File: config.mk
export PLATFORM = sky130hd
export DESIGN_NAME = mem_copy_engine
export DESIGN_NICKNAME = d
export VERILOG_FILES = /design/src/rtl/mem_pkg.sv /design/src/rtl/mem_copy_engine.sv
export SDC_FILE = /design/constraint.sdc
export NUM_CORES = 1
export LEC_CHECK = 0
export BUFFER_PORTS_ARGS = -buffer_cell sky130_fd_sc_hd__clkbuf_2
export CELL_PAD_IN_SITES_DETAIL_PLACEMENT = 2
export CELL_PAD_IN_SITES_GLOBAL_PLACEMENT = 2
export CORE_UTILIZATION = 29
export DETAILED_ROUTE_END_ITERATION = 8
export PLACE_DENSITY_LB_ADDON = 0.1
export SLEW_MARGIN = 20
export SYNTH_ARGS = -nofsm -noshare
export SYNTH_HDL_FRONTEND = slang
export SYNTH_SLANG_ARGS = --single-unit
File: constraint.sdc
create_clock -name clk -period 1.44 [get_ports clk]
set_input_delay 0.216 -clock clk [delete_from_list [all_inputs] [get_ports clk]]
set_output_delay 0.216 -clock clk [all_outputs]
set_load 0.05 [all_outputs]
File: src/rtl/mem_pkg.sv
// Shared definitions for the memory copy/fill engine: default geometry,
// FSM state encoding and command mode constants.
package mem_pkg;

    localparam int unsigned MEM_AW = 8;
    localparam int unsigned MEM_DW = 8;

    typedef enum logic [2:0] {
        ST_IDLE = 3'd0,
        ST_RD   = 3'd1,
        ST_CAP  = 3'd2,
        ST_WR   = 3'd3,
        ST_FIN  = 3'd4
    } state_t;

    localparam logic MODE_COPY = 1'b0;
    localparam logic MODE_FILL = 1'b1;

endpackage

File: src/rtl/mem_copy_engine.sv
// Block copy (src -> dst) or block fill (constant -> dst) engine driving one
// port of a dual-port RAM with 1-cycle registered read latency.
// Ports: clk, rst (sync active-high); command: start, mode (0 copy, 1 fill),
// src_addr, dst_addr, len (0..2**AW), fill_val; status: busy, done (1-cycle
// pulse); RAM side: mem_addr, mem_din, mem_we (registered), mem_dout.
module mem_copy_engine
    import mem_pkg::*;
#(
    parameter int unsigned AW = MEM_AW,
    parameter int unsigned DW = MEM_DW
) (
    input  logic          clk,
    input  logic          rst,
    input  logic          start,
    input  logic          mode,
    input  logic [AW-1:0] src_addr,
    input  logic [AW-1:0] dst_addr,
    input  logic [AW:0]   len,
    input  logic [DW-1:0] fill_val,
    output logic          busy,
    output logic          done,
    output logic [AW-1:0] mem_addr,
    output logic [DW-1:0] mem_din,
    output logic          mem_we,
    input  logic [DW-1:0] mem_dout
);

    state_t        state, state_d;
    logic [AW-1:0] src_q, src_d;
    logic [AW-1:0] dst_q, dst_d;
    logic [AW:0]   rem_q, rem_d;
    logic          mode_q, mode_d;
    logic [DW-1:0] fill_q, fill_d;
    logic          busy_d, done_d, we_d;
    logic [AW-1:0] addr_d;
    logic [DW-1:0] din_d;

    // State, datapath and registered RAM-side outputs. The mem_din register
    // doubles as the captured read data for the copy path.
    always_ff @(posedge clk) begin
        if (rst) begin
            state    <= ST_IDLE;
            src_q    <= '0;
            dst_q    <= '0;
            rem_q    <= '0;
            mode_q   <= MODE_COPY;
            fill_q   <= '0;
            busy     <= 1'b0;
            done     <= 1'b0;
            mem_we   <= 1'b0;
            mem_addr <= '0;
            mem_din  <= '0;
        end else begin
            state    <= state_d;
            src_q    <= src_d;
            dst_q    <= dst_d;
            rem_q    <= rem_d;
            mode_q   <= mode_d;
            fill_q   <= fill_d;
            busy     <= busy_d;
            done     <= done_d;
            mem_we   <= we_d;
            mem_addr <= addr_d;
            mem_din  <= din_d;
        end
    end

    // Next state plus the output values that go with the state being entered.
    always_comb begin
        state_d = state;
        src_d   = src_q;
        dst_d   = dst_q;
        rem_d   = rem_q;
        mode_d  = mode_q;
        fill_d  = fill_q;
        busy_d  = 1'b0;
        done_d  = 1'b0;
        we_d    = 1'b0;
        addr_d  = mem_addr;
        din_d   = mem_din;

        case (state)
            ST_IDLE: begin
                if (start) begin
                    src_d  = src_addr;
                    dst_d  = dst_addr;
                    rem_d  = len;
                    mode_d = mode;
                    fill_d = fill_val;
                    if (len == '0) begin
                        state_d = ST_FIN;
                        done_d  = 1'b1;
                    end else if (mode == MODE_COPY) begin
                        state_d = ST_RD;
                        busy_d  = 1'b1;
                        addr_d  = src_addr;
                    end else begin
                        state_d = ST_WR;
                        busy_d  = 1'b1;
                        we_d    = 1'b1;
                        addr_d  = dst_addr;
                        din_d   = fill_val;
                    end
                end
            end
            ST_RD: begin
                state_d = ST_CAP;
                busy_d  = 1'b1;
            end
            ST_CAP: begin
                // RAM output now holds the byte at src_q; capture it for the write.
                state_d = ST_WR;
                busy_d  = 1'b1;
                we_d    = 1'b1;
                addr_d  = dst_q;
                din_d   = mem_dout;
            end
            ST_WR: begin
                src_d = src_q + AW'(1);
                dst_d = dst_q + AW'(1);
                rem_d = rem_q - (AW+1)'(1);
                if (rem_q == (AW+1)'(1)) begin
                    state_d = ST_FIN;
                    done_d  = 1'b1;
                end else if (mode_q == MODE_COPY) begin
                    state_d = ST_RD;
                    busy_d  = 1'b1;
                    addr_d  = src_q + AW'(1);
                end else begin
                    busy_d  = 1'b1;
                    we_d    = 1'b1;
                    addr_d  = dst_q + AW'(1);
                    din_d   = fill_q;
                end
            end
            ST_FIN: begin
                state_d = ST_IDLE;
            end
            default: begin
                state_d = ST_IDLE;
            end
        endcase
    end

endmodule

== Yosys cells after proc, flatten, opt, wreduce, memory -nomap -nowiden ==
Index checks and enable logic that the tools add are counted.
Word-level totals
  register bits after elaboration: 56
  input port bits: 45
  output and inout bits: 19
  word-level logic and storage cells: 72
Operators by class
  add/sub/neg operators: 3
  eq/ne operators: 10
  multiplexer cells: 38
  reductions and logical operators: 10
Operator list (count)
  2-to-1 mux 8 bit: 12
  one-hot mux 8 bit (3 select lines): 2
  one-hot mux 8 bit (2 select lines): 2
  one-hot mux 9 bit (2 select lines): 1
  adder 8 x 1 -> 8 bit, second input constant: 2
  2-to-1 mux 3 bit: 4
  one-hot mux 3 bit (4 select lines): 1
  2-to-1 mux 1 bit: 11
  != test 2 bit, second input constant: 5
  equality test 9 x 1 -> 1 bit, second input constant: 1
  logical NOT 9 bit: 1
  2-to-1 mux 9 bit: 1
  subtractor 9 x 1 -> 9 bit, second input constant: 1
  equality test 3 x 2 -> 1 bit, second input constant: 2
  one-hot mux 1 bit (3 select lines): 2
  AND reduction 2 bit: 3
  AND reduction 6 bit: 1
  AND reduction 4 bit: 1
  equality test 3 x 1 -> 1 bit, second input constant: 1
  logical NOT 3 bit: 1
  != test 3 bit, second input constant: 1
  nonzero test 3 bit: 1
  2-to-1 mux 2 bit: 1
  one-hot mux 1 bit (2 select lines): 1
  other kinds (2): 2

== Depth between registers and ports, before layout ==
  depth after elaboration: 4
  gate-level depth with buffers: 8
  mapped depth without buffers: 7

== Worst setup path after synthesis ==
OpenSTA, ideal clock, no wires.
  path kind: register to register
  start: register state[0]
  end: register mem_din[0]
  library setup time: 128 ps
  arrival time: 1413 ps
  required time: 1312 ps
  setup slack: -101 ps
  cell stages (with the launch flop): 7
  path buffers: 1
  clock period less this slack: 1541 ps
  cell sequence: dfxtp_1 buf_4 nand2b_1 a2111oi_4 nand3_4 mux2i_1 nor2_1
On the way
  word-level cells in the longest chain between the ends: 3
  elaborated cells between the ends (all ways): 11
  those cells by class: eq/ne: 7; mux: 1; reduce/logical: 3
Ends and longest elaborated chain
  start, declared: RTL line mem_copy_engine.sv:28  | state_t state, state_d;
  start signal, assigned: RTL line mem_copy_engine.sv:54  | state <= state_d;
  equality test 3 x 2 -> 1 bit / logical NOT 3 bit (equally long branches): RTL line mem_copy_engine.sv:82  | case (state)
  != test 2 bit (no source line) / nonzero test 3 bit (equally long branches)
  AND reduction 6 bit (no source line)
  end signal, assigned: RTL line mem_copy_engine.sv:64  | mem_din <= din_d;
  end, declared: RTL line mem_copy_engine.sv:23  | output logic [DW-1:0] mem_din,
Several ways; a longest one is shown, not always the timed one.
A chain may end at the register's enable or synchronous reset.

== Worst setup path after layout ==
  start: register dst_q[3]
  end: register mem_addr[7]
On the way
  word-level cells in the longest chain between the ends: 4
Ends and longest elaborated chain
  start, declared: RTL line mem_copy_engine.sv:30  | logic [AW-1:0] dst_q, dst_d;
  start signal, assigned: RTL line mem_copy_engine.sv:56  | dst_q <= dst_d;
  adder 8 x 1 -> 8 bit: RTL line mem_copy_engine.sv:132  | addr_d = dst_q + AW'(1);
  2-to-1 mux 8 bit: RTL line mem_copy_engine.sv:125  | end else if (mode_q == MODE_COPY) begin
  2-to-1 mux 8 bit: RTL line mem_copy_engine.sv:122  | if (rem_q == (AW+1)'(1)) begin
  one-hot mux 8 bit (3 select lines): RTL line mem_copy_engine.sv:82
  end signal, assigned: RTL line mem_copy_engine.sv:63  | mem_addr <= addr_d;
  end, declared: RTL line mem_copy_engine.sv:22  | output logic [AW-1:0] mem_addr,
Every way passes these cells. The select of a mux whose other input is x is not followed.

==> results.yml <==
outcome:
  outcome: "finished with violations"
  violations: "setup timing"
clock_tree:
  cts.sinks: 56
  htreeDepth: 2
  clock_latency_ns: 0.33
  cts_buffers: 5
  ctsRootBufferMaster: "clkbuf_8"
  cts_buffer_depth: 2
  clk_pin_slew_ns: 0.11
  cts_tree: "done"
logic_synthesis:
  post_synth_num_cell_types: 61
  synthArstFlopShare: 0
  synthMuxAreaShare: 0.0859
  synth-seq-area-share: 0.353
  synth_largest_area_cell: "dfxtp_1"
  netlist_area_um2: 3180
  synth_edf_count: 0
  synthSimpleGateAreaFrac: 0.248
  syn_nets: 436
  synth_top_flop_cell: "dfxtp_1"
  yosysMostFrequentCell: "dfxtp_1"
  syn_inst: 387
  synth-xor-area-share: 0.0276
  synth_top_family_by_area: "simple AND/OR/NAND/NOR gates"
  ys_top_cells_by_count: "56 x dfxtp_1, 54 x nand2_1, 46 x nor2_1"
  avgSynthCellArea_um2: 8.21
  ys_warn_count: 0
  synth-compound-area-share: 0.219
  synth_area_leaders: "dfxtp_1 35%, mux2i_1 7.9%, nand2_1 6.4%, a21oi_1 6.0%, nor2_1 5.4%"
  yosysTopAreaCellShare: 0.353
  yosys.area_share.adder: 0.0158
  ys_ff_latch: 56
setup_path:
  critPathMaxFanout: 3
  worstSetupEndpointType: "flop"
  r2r_start: "dst_q[3]$_SDFFE_PP0P_"
  reg2reg_depth: 5
  timing.rr.end: "mem_addr[7]$_SDFFE_PP0P_"
  r2r_slack_ns: -0.46
  crit_arrival_ns: 2.08
  startpoint: "dst_q[3]$_SDFFE_PP0P_"
  start_kind: "flop"
  crit_end: "mem_addr[7]$_SDFFE_PP0P_"
  critPathRequiredTime_ns: 1.62
  worstSetupPathType: "reg -> reg"
die:
  dieArea_um2: 11400
  core_um2: 10500
  die_x_um: 107
  ios: 64
  start_util: 0.304
  rows: 37
  die_h_um: 107
flow_run:
  max_cap_viol_count: 0
cells_and_area:
  antenna_cells: 0
  fin_nets: 596
  multi_input_area_um2: 2590
  fin_util: 0.520
  num-fill-cells: 1115
  syn2layout_area_growth_pct: 71.3
  regArea_um2: 1160
  layout-drive-gt1-share: 0.595
timing:
  rsz0062_at_grt: "yes"
  period_needed_ns: 1.90
  setup_ws_ns: -0.462
  slew-limit-headroom: 0.546
  setup_viol: 56
  final_hold_viol_count: 0
  finalClockSkew_ns: 0.0183
  fmax_mhz: 526
  finalCritPeriodShare: 1.32
  worst_pin_slew_ns: 0.675
  maxSlewViolCount: 0
detailed_routing:
  viasPerCell: 5.67
  post_drt_wl_per_cell_um: 27.4
  wirelength_um: 18800
  num_vias: 3876
  first_pass_iters: 4
  drc_errors: 0
  drtIter0Drc: 152
  detail-route-antenna-nets: 0
placement:
  place_congestion: 0.804
  port_buffers: 63
  place_ws_ns: -0.339
  dp_hpwl_um: 9620
pwr:
  worst_ir_drop_vdd_uv: 699
  p_leak_nw: 2.30
  finalPower_mw: 5.28
  p_per_area_nw_per_um2: 970
grt:
  grt_pass1_wl_um: 24300
  grt.overflow.total: 0
  grt_pass1_vias: 4170
  grt_usage: 0.284
  antenna_found_initial: 0
  grt_max_degree: 19
hold_path:
  hold_path.class: "in -> reg"
## per-layer routing
layer,wire [µm],vias to the layer above,track usage
met5,0,-,0
li1,-,1719,-
met2,9310,135,0.503
met3,747,53,0.0559
met4,779,0,0.0871
met1,7940,1969,0.344
## worst max-delay path, cell delays in order (launching register included)
cell	delay, ns
dfxtp_4	0.37
nand4_1	0.27
o2111ai_4	0.36
o41ai_4	0.15
a2111oi_2	0.47
a211oi_1	0.16
## through the flow
step	TNS [ns]	hold slack (ns)	cells	cell area [µm²]
floorplan	-0.986	0.352	387	3210
global placement	-10.64	0.443	650	4240
detailed placement	-12.99	0.461	650	4240
CTS	-6.46	0.119	674	4950
global route	-13.98	0.125	684	5440
finish	-12.17	0.116	684	5440
## cells in the final DEF, fill, tap and decap left out, types with 4 or more instances in the layout
master | synthesis | layout
inv_1 | 6 | 5
o211ai_1 | 4 | 4
nand2_4 | 1 | 10
nor3_1 | 7 | 5
a31oi_1 | 6 | 4
nand3_2 | 1 | 5
mux2i_1 | 25 | 25
a221oi_2 | 0 | 6
nand3_4 | 1 | 5
nor2_4 | 0 | 5
dfxtp_2 | 0 | 8
buf_6 | 2 | 22
nand2_2 | 0 | 5
buf_4 | 4 | 86
clkbuf_2 | 0 | 63
buf_12 | 0 | 4
o21ai_4 | 0 | 4
a21oi_1 | 38 | 20
nand2_1 | 54 | 39
o21ai_0 | 16 | 9
nor2_2 | 1 | 8
dfxtp_1 | 56 | 41
a21oi_2 | 0 | 17
nor2_1 | 46 | 34
a22oi_2 | 0 | 6
clkbuf_8 | 0 | 5
o21ai_2 | 0 | 4
dfxtp_4 | 0 | 7
## registers in the layout (all words and copies together), names as in the netlist
name      count
busy          1
done          1
mem_we        1
mem_addr      8
mode_q        1
rem_q         9
src_q         8
fill_q        8
dst_q         8
mem_din       8
state         3
## power breakdown
part	total [mW]	switching (mW)	internal [mW]
Sequential	1.87	0.162	1.70
Clock	1.11	0.589	0.519
Combinational	2.30	1.34	0.964
## worst min-delay path by stage
stage,from,endpoint,depth (start not counted)
after detailed placement,fill_q[5]$_SDFFE_PP0P_,fill_q[5]$_SDFFE_PP0P_,2
after floorplan,fill_val[0],fill_q[0]$_SDFFE_PP0P_,2
after CTS,fill_val[5],fill_q[5]$_SDFFE_PP0P_,3
after global placement,fill_q[1]$_SDFFE_PP0P_,fill_q[1]$_SDFFE_PP0P_,2
after global routing,fill_val[6],fill_q[6]$_SDFFE_PP0P_,3
final,fill_val[6],fill_q[6]$_SDFFE_PP0P_,3
## area by class of cell
| cell class | instances | area share |
|---|---|---|
| Sequential cell | 56 | 0.213 |
| Clock buffer | 6 | 0.0133 |
| Tap cell | 136 | 0.0313 |
| Multi-Input combinational cell | 298 | 0.477 |
| Timing Repair Buffer | 180 | 0.255 |
| Clock inverter | 2 | 0.00644 |
| Inverter | 6 | 0.00414 |
## kinds of logic (layout without fill, tap and decap cells)
logic type	Yosys count	count (layout)
DFF	56	56
and+or+nand+nor	154	154
AOI/OAI and AO/OA	103	103
buffers and inverters	33	194
adders and majority gates	4	4
muxes	27	27
xor gates and xnor gates	10	10
## timing repair
| action | 4_1_cts | 5_1_grt |
|---|---|---|
| cloned | 3 | 0 |
| hold buffers | 0 | 0 |
| setup buffers | 13 | 13 |
| pin swaps | 34 | 43 |
| setup endpoints to repair | 55 | 56 |
| gates resized for setup | 102 | 105 |
No activity file was read; power rests on OpenSTA's default activity.
